## config.mk

```make
export PLATFORM = sky130hd
export DESIGN_NAME = queue_sensor_frontend
export DESIGN_NICKNAME = d
export VERILOG_FILES = /design/src/rtl/queue_pkg.sv /design/src/rtl/sensor_debounce.sv /design/src/rtl/queue_sensor_frontend.sv
export SDC_FILE = /design/constraint.sdc
export NUM_CORES = 1
export LEC_CHECK = 0
export ABC_CLOCK_PERIOD_IN_PS = 4000
export BUFFER_PORTS_ARGS = -buffer_cell sky130_fd_sc_hd__buf_2
export CAP_MARGIN = 20
export CORE_UTILIZATION = 50
export CTS_BUF_LIST = sky130_fd_sc_hd__clkbuf_2
export DETAILED_ROUTE_END_ITERATION = 8
export GPL_ROUTABILITY_DRIVEN = 1
export MAX_ROUTING_LAYER = met4
export PLACE_DENSITY = 0.65
export SKIP_LAST_GASP = 1
export SYNTH_ARGS = -nofsm -noshare
export SYNTH_HDL_FRONTEND = slang
export SYNTH_SLANG_ARGS = --single-unit
```

## constraint.sdc

```tcl
create_clock -name CLK -period 4 [get_ports CLK]
set_input_delay 0.2 -clock CLK [delete_from_list [all_inputs] [get_ports CLK]]
set_output_delay 0.2 -clock CLK [all_outputs]
set_load 0.1 [all_outputs]
```

## src/rtl/queue_pkg.sv

```systemverilog
// Shared types and sizing helpers for the queue sensor front end.
package queue_pkg;

    typedef enum logic [1:0] {
        StIdle,
        StConfirmHigh,
        StHigh,
        StConfirmLow
    } sensor_state_e;

    localparam int unsigned DEBOUNCE_CYCLES_DEFAULT = 4;
    localparam int unsigned STUCK_CYCLES_DEFAULT    = 1000;

    // Bits needed to hold every value from 0 up to and including max_value.
    function automatic int unsigned cnt_width(input int unsigned max_value);
        return $clog2(max_value + 1);
    endfunction

endpackage

```

## src/rtl/sensor_debounce.sv

```systemverilog
// One sensor channel: 2-flop synchronizer, debounce FSM, single entry pulse and
// saturating stuck detector.
module sensor_debounce
    import queue_pkg::*;
#(
    parameter int unsigned DEBOUNCE_CYCLES = DEBOUNCE_CYCLES_DEFAULT,
    parameter int unsigned STUCK_CYCLES    = STUCK_CYCLES_DEFAULT
) (
    input  logic clk_i,
    input  logic rst_i,
    input  logic sensor_i,
    output logic pulse_o,
    output logic stuck_o
);

    localparam int unsigned DCW = cnt_width(DEBOUNCE_CYCLES);
    localparam int unsigned SCW = cnt_width(STUCK_CYCLES);
    localparam logic [DCW-1:0] DEB_LAST  = DCW'(DEBOUNCE_CYCLES - 1);
    localparam logic [SCW-1:0] STUCK_MAX = SCW'(STUCK_CYCLES);

    logic          sync_meta_q, sync_q;
    sensor_state_e state_q;
    logic [DCW-1:0] deb_cnt_q;
    logic [SCW-1:0] stuck_cnt_q;
    logic          fresh_q, pulse_q, stuck_q;

    always_ff @(posedge clk_i or posedge rst_i) begin
        if (rst_i) begin
            sync_meta_q <= 1'b0;
            sync_q      <= 1'b0;
        end else begin
            sync_meta_q <= sensor_i;
            sync_q      <= sync_meta_q;
        end
    end

    always_ff @(posedge clk_i or posedge rst_i) begin
        if (rst_i) begin
            state_q     <= StIdle;
            deb_cnt_q   <= '0;
            stuck_cnt_q <= '0;
            fresh_q     <= 1'b0;
            pulse_q     <= 1'b0;
            stuck_q     <= 1'b0;
        end else begin
            // fresh_q marks the first cycle in StHigh; the pulse follows it by one edge.
            pulse_q <= fresh_q;
            fresh_q <= 1'b0;
            unique case (state_q)
                StIdle: begin
                    if (sync_q) begin
                        state_q   <= StConfirmHigh;
                        deb_cnt_q <= DCW'(1);
                    end
                end
                StConfirmHigh: begin
                    if (!sync_q) begin
                        state_q <= StIdle;
                    end else if (deb_cnt_q == DEB_LAST) begin
                        state_q <= StHigh;
                        fresh_q <= 1'b1;
                    end else begin
                        deb_cnt_q <= deb_cnt_q + DCW'(1);
                    end
                end
                StHigh: begin
                    if (!sync_q) begin
                        state_q   <= StConfirmLow;
                        deb_cnt_q <= DCW'(1);
                    end
                end
                StConfirmLow: begin
                    if (sync_q) begin
                        state_q <= StHigh;
                    end else if (deb_cnt_q == DEB_LAST) begin
                        state_q <= StIdle;
                    end else begin
                        deb_cnt_q <= deb_cnt_q + DCW'(1);
                    end
                end
                default: state_q <= StIdle;
            endcase

            if (state_q == StHigh || state_q == StConfirmLow) begin
                if (stuck_cnt_q != STUCK_MAX) begin
                    stuck_cnt_q <= stuck_cnt_q + SCW'(1);
                end
                stuck_q <= (stuck_cnt_q == STUCK_MAX);
            end else begin
                stuck_cnt_q <= '0;
                stuck_q     <= 1'b0;
            end
        end
    end

    assign pulse_o = pulse_q;
    assign stuck_o = stuck_q;

endmodule

```

## src/rtl/queue_sensor_frontend.sv

```systemverilog
// Entry/exit sensor front end feeding a queue counter. Define SIMUL_CANCEL_EN to
// suppress Up and Down when both fall in the same cycle.
module queue_sensor_frontend
    import queue_pkg::*;
#(
    parameter int unsigned DEBOUNCE_CYCLES = DEBOUNCE_CYCLES_DEFAULT,
    parameter int unsigned STUCK_CYCLES    = STUCK_CYCLES_DEFAULT
) (
    input  logic CLK,
    input  logic reset,
    input  logic Entry_Sensor,
    input  logic Exit_Sensor,
    output logic Up,
    output logic Down,
    output logic Stuck_Flag
);

    logic entry_pulse, exit_pulse;
    logic entry_stuck, exit_stuck;

    sensor_debounce #(
        .DEBOUNCE_CYCLES (DEBOUNCE_CYCLES),
        .STUCK_CYCLES    (STUCK_CYCLES)
    ) u_entry (
        .clk_i    (CLK),
        .rst_i    (reset),
        .sensor_i (Entry_Sensor),
        .pulse_o  (entry_pulse),
        .stuck_o  (entry_stuck)
    );

    sensor_debounce #(
        .DEBOUNCE_CYCLES (DEBOUNCE_CYCLES),
        .STUCK_CYCLES    (STUCK_CYCLES)
    ) u_exit (
        .clk_i    (CLK),
        .rst_i    (reset),
        .sensor_i (Exit_Sensor),
        .pulse_o  (exit_pulse),
        .stuck_o  (exit_stuck)
    );

`ifdef SIMUL_CANCEL_EN
    // Simultaneous entry and exit leave the queue length unchanged.
    logic both_pulse;
    assign both_pulse = entry_pulse & exit_pulse;
    assign Up         = entry_pulse & ~both_pulse;
    assign Down       = exit_pulse & ~both_pulse;
`else
    assign Up   = entry_pulse;
    assign Down = exit_pulse;
`endif

    assign Stuck_Flag = entry_stuck | exit_stuck;

endmodule

```

==> flow_metrics.tcl <==
set metrics [dict create \
    area_growth_pct 9.24 \
    maxCapViolCount 0 \
    clock_path_buffers 2 \
    yosysMostFrequentCell "dfrtp_1" \
    die_w_um 64.2 \
    coreArea_um2 3690 \
    h-tree-depth 2 \
    min-delay-path-class "reg -> reg" \
    cts.sinks 40 \
    cts_buffers 5 \
    fmax_mhz 642 \
    status "finished, final reports clean" \
    track_usage 0.199 \
    tritoncts "built" \
    cts_resized 0 \
    synthFlopType "dfrtp_1" \
    yosys.area.top_type "dfrtp_1" \
    synth_nets 197 \
    cp-end-kind "primary output" \
    num_io_pins 7 \
    die_area_um2 4130 \
    setup_viol 0 \
    drtAntennaViolNets 0 \
    grt_max_degree 41 \
    ir_worst_vdd_mv 0.310 \
    reg2reg_setup_slack_ns 2.48 \
    synth.avg_cell_area_um2 10.6 \
    hpwl_um 2330 \
    worst_slew_pin_slew_ns 0.560 \
    place_congestion 0.865 \
    wl_per_cell_um 13.6 \
    antennaDiodeCount 0 \
    grt_pass1_vias 1335 \
    p_leak_uw 0.000885 \
    clock_latency_ns 0.39 \
    die_y_um 64.2 \
    clock-root-buffer "clkbuf_2" \
    finalMaxSlewViolations 0 \
    yosys_warnings 0 \
    routed-via-count 1413 \
    synth_top_area_frac 0.517 \
    synth_edf_count 0 \
    total_power_uw 1020 \
    fin_tns_setup_ns 0 \
    period_share 0.389 \
    cp_data_required_time_ns 3.80 \
    ys_ff_latch 40 \
    row_count 22 \
    start_kind "flop" \
    synth-seq-area-share 0.517 \
    synthCells 183 \
    grt-ovfl-total 0 \
    hold_viol 0 \
    viasPerCell 5.77 \
    async_flop_share 1.00 \
    clock_skew_ns 0.0175 \
    wirelength_um 3340 \
    fillers 330 \
    antenna_found_initial 0 \
    drive_gt1_frac 0.0964 \
    synthTopCellsByCount "dfrtp_1 (40), a21oi_1 (19), nand2_1 (15)" \
    numPortBuffers 6 \
    cp.arrival_ns 1.36 \
    fin_nets 210 \
    crit_type "reg -> out" \
    path_max_fanout 1 \
    p_per_area_nw_per_um2 482 \
    final_util 0.574 \
    synthTopCellsByArea "dfrtp_1 (52%), ha_1 (6.5%), a21oi_1 (4.9%)" \
    drt_iter0_drc 77 \
    rsz0062_at_grt "no" \
    synth.distinct_cells 36 \
    cts.reportedPaths.clkPinSlew_ns 0.20 \
    dr.pass1.iters 4 \
    final.min_clock_period_ns 1.56 \
    slew_headroom 0.624 \
    grt_pass1_wl_um 6030 \
    start_util 0.525 \
    synth_area_um2 1940 \
    drc 0 \
]
==> area by class of cell <==
cell class	count	area, um2	share of cell area
Inverter	13	48.8	0.0231
Clock inverter	3	42.5	0.0201
Tap cell	48	60.1	0.0284
Clock buffer	5	25.0	0.0118
Timing Repair Buffer	10	67.6	0.0319
Sequential cell	40	1000	0.473
Multi-Input combinational cell	126	871	0.412
==> per-layer routing <==
metal / share of wire / vias up / GRT usage
li1: - / 697 / -
met1: 0.46 / 688 / 0.246
met2: 0.48 / 23 / 0.308
met3: 0.035 / 5 / 0.0589
met4: 0.016 / 0 / 0.0750
met5: 0 / - / -
==> path summary, 6_finish.rpt <==
path                       cells after the start                 start                      to
max in group asynchronous                      4                 reset  u_entry.stuck_cnt_q[5]
max                                            2        u_exit.stuck_o              Stuck_Flag
max reg2reg                                    5  u_entry.deb_cnt_q[0]    u_entry.deb_cnt_q[0]
min reg2reg                                    0    u_exit.sync_meta_q           u_exit.sync_q
min in group asynchronous                      4                 reset  u_entry.stuck_cnt_q[7]
min                                            0    u_exit.sync_meta_q           u_exit.sync_q
==> state kept, by name (all words and copies together) (netlist names), named ones only <==
| register | cells |
|---|---|
| u_entry.deb_cnt_q | 3 |
| u_entry.fresh_q | 1 |
| u_entry.pulse_o | 1 |
| u_entry.state_q | 1 |
| u_entry.stuck_cnt_q | 10 |
| u_entry.stuck_o | 1 |
| u_entry.sync_meta_q | 1 |
| u_entry.sync_q | 1 |
| u_exit.deb_cnt_q | 3 |
| u_exit.fresh_q | 1 |
| u_exit.pulse_o | 1 |
| u_exit.state_q | 1 |
| u_exit.stuck_cnt_q | 10 |
| u_exit.stuck_o | 1 |
| u_exit.sync_meta_q | 1 |
| u_exit.sync_q | 1 |
==> cells in the final DEF (no fill, tap or decap), types with 4 or more instances in the layout <==
cell,n
nor2_1,5
nand2b_1,5
clkbuf_2,5
nand3_1,6
ha_1,10
nand2_1,15
o21ai_0,6
buf_2,6
a21oi_1,19
nand4_1,6
inv_1,13
dfrtp_1,40
or4_1,6
o31ai_1,12
xor2_1,4
==> report_power, final <==
group          internal, uW  total, uW  switching, uW
combinational           103        261            158
clock                   105        236            131
sequential              460        523           62.6
total                   668       1020            352
==> metrics by stage <==
| stage | cells | hold slack [ns] | cell area [um2] | setup WS, ns |
|---|---|---|---|---|
| 3_3_place_gp | 234 | 0.308 | 2020 | 2.62 |
| 2_1_floorplan | 183 | 0.231 | 1940 | 2.68 |
| 3_5_place_dp | 234 | 0.310 | 2020 | 2.54 |
| 6_report | 245 | 0.376 | 2120 | 2.44 |
| 4_1_cts | 245 | 0.382 | 2120 | 2.39 |
| 5_1_grt | 245 | 0.375 | 2120 | 2.35 |
==> worst max-delay path, stage by stage (launching register included) <==
cell and delay (ns):
dfrtp_1 0.39, or2_2 0.28, buf_2 0.29
==> logic make-up (layout without fill, tap and decap cells) <==
kind of cell / Yosys count / after routing / share of synthesized area
and+or+nand+nor: 62 / 62 / 0.198
AOI/OAI and AO/OA: 46 / 46 / 0.149
DFF: 40 / 40 / 0.517
buffers and inverters: 17 / 31 / 0.0336
adders and majority gates: 10 / 10 / 0.0646
xor gates and xnor gates: 7 / 7 / 0.0317
muxes: 1 / 1 / 0.00581
==> what timing repair did <==
action                    in CTS  in global routing
setup buffers                  0                  0
hold endpoints to repair      42                  0
hold buffers                   3                  0
No activity file was read; power rests on OpenSTA's default activity.
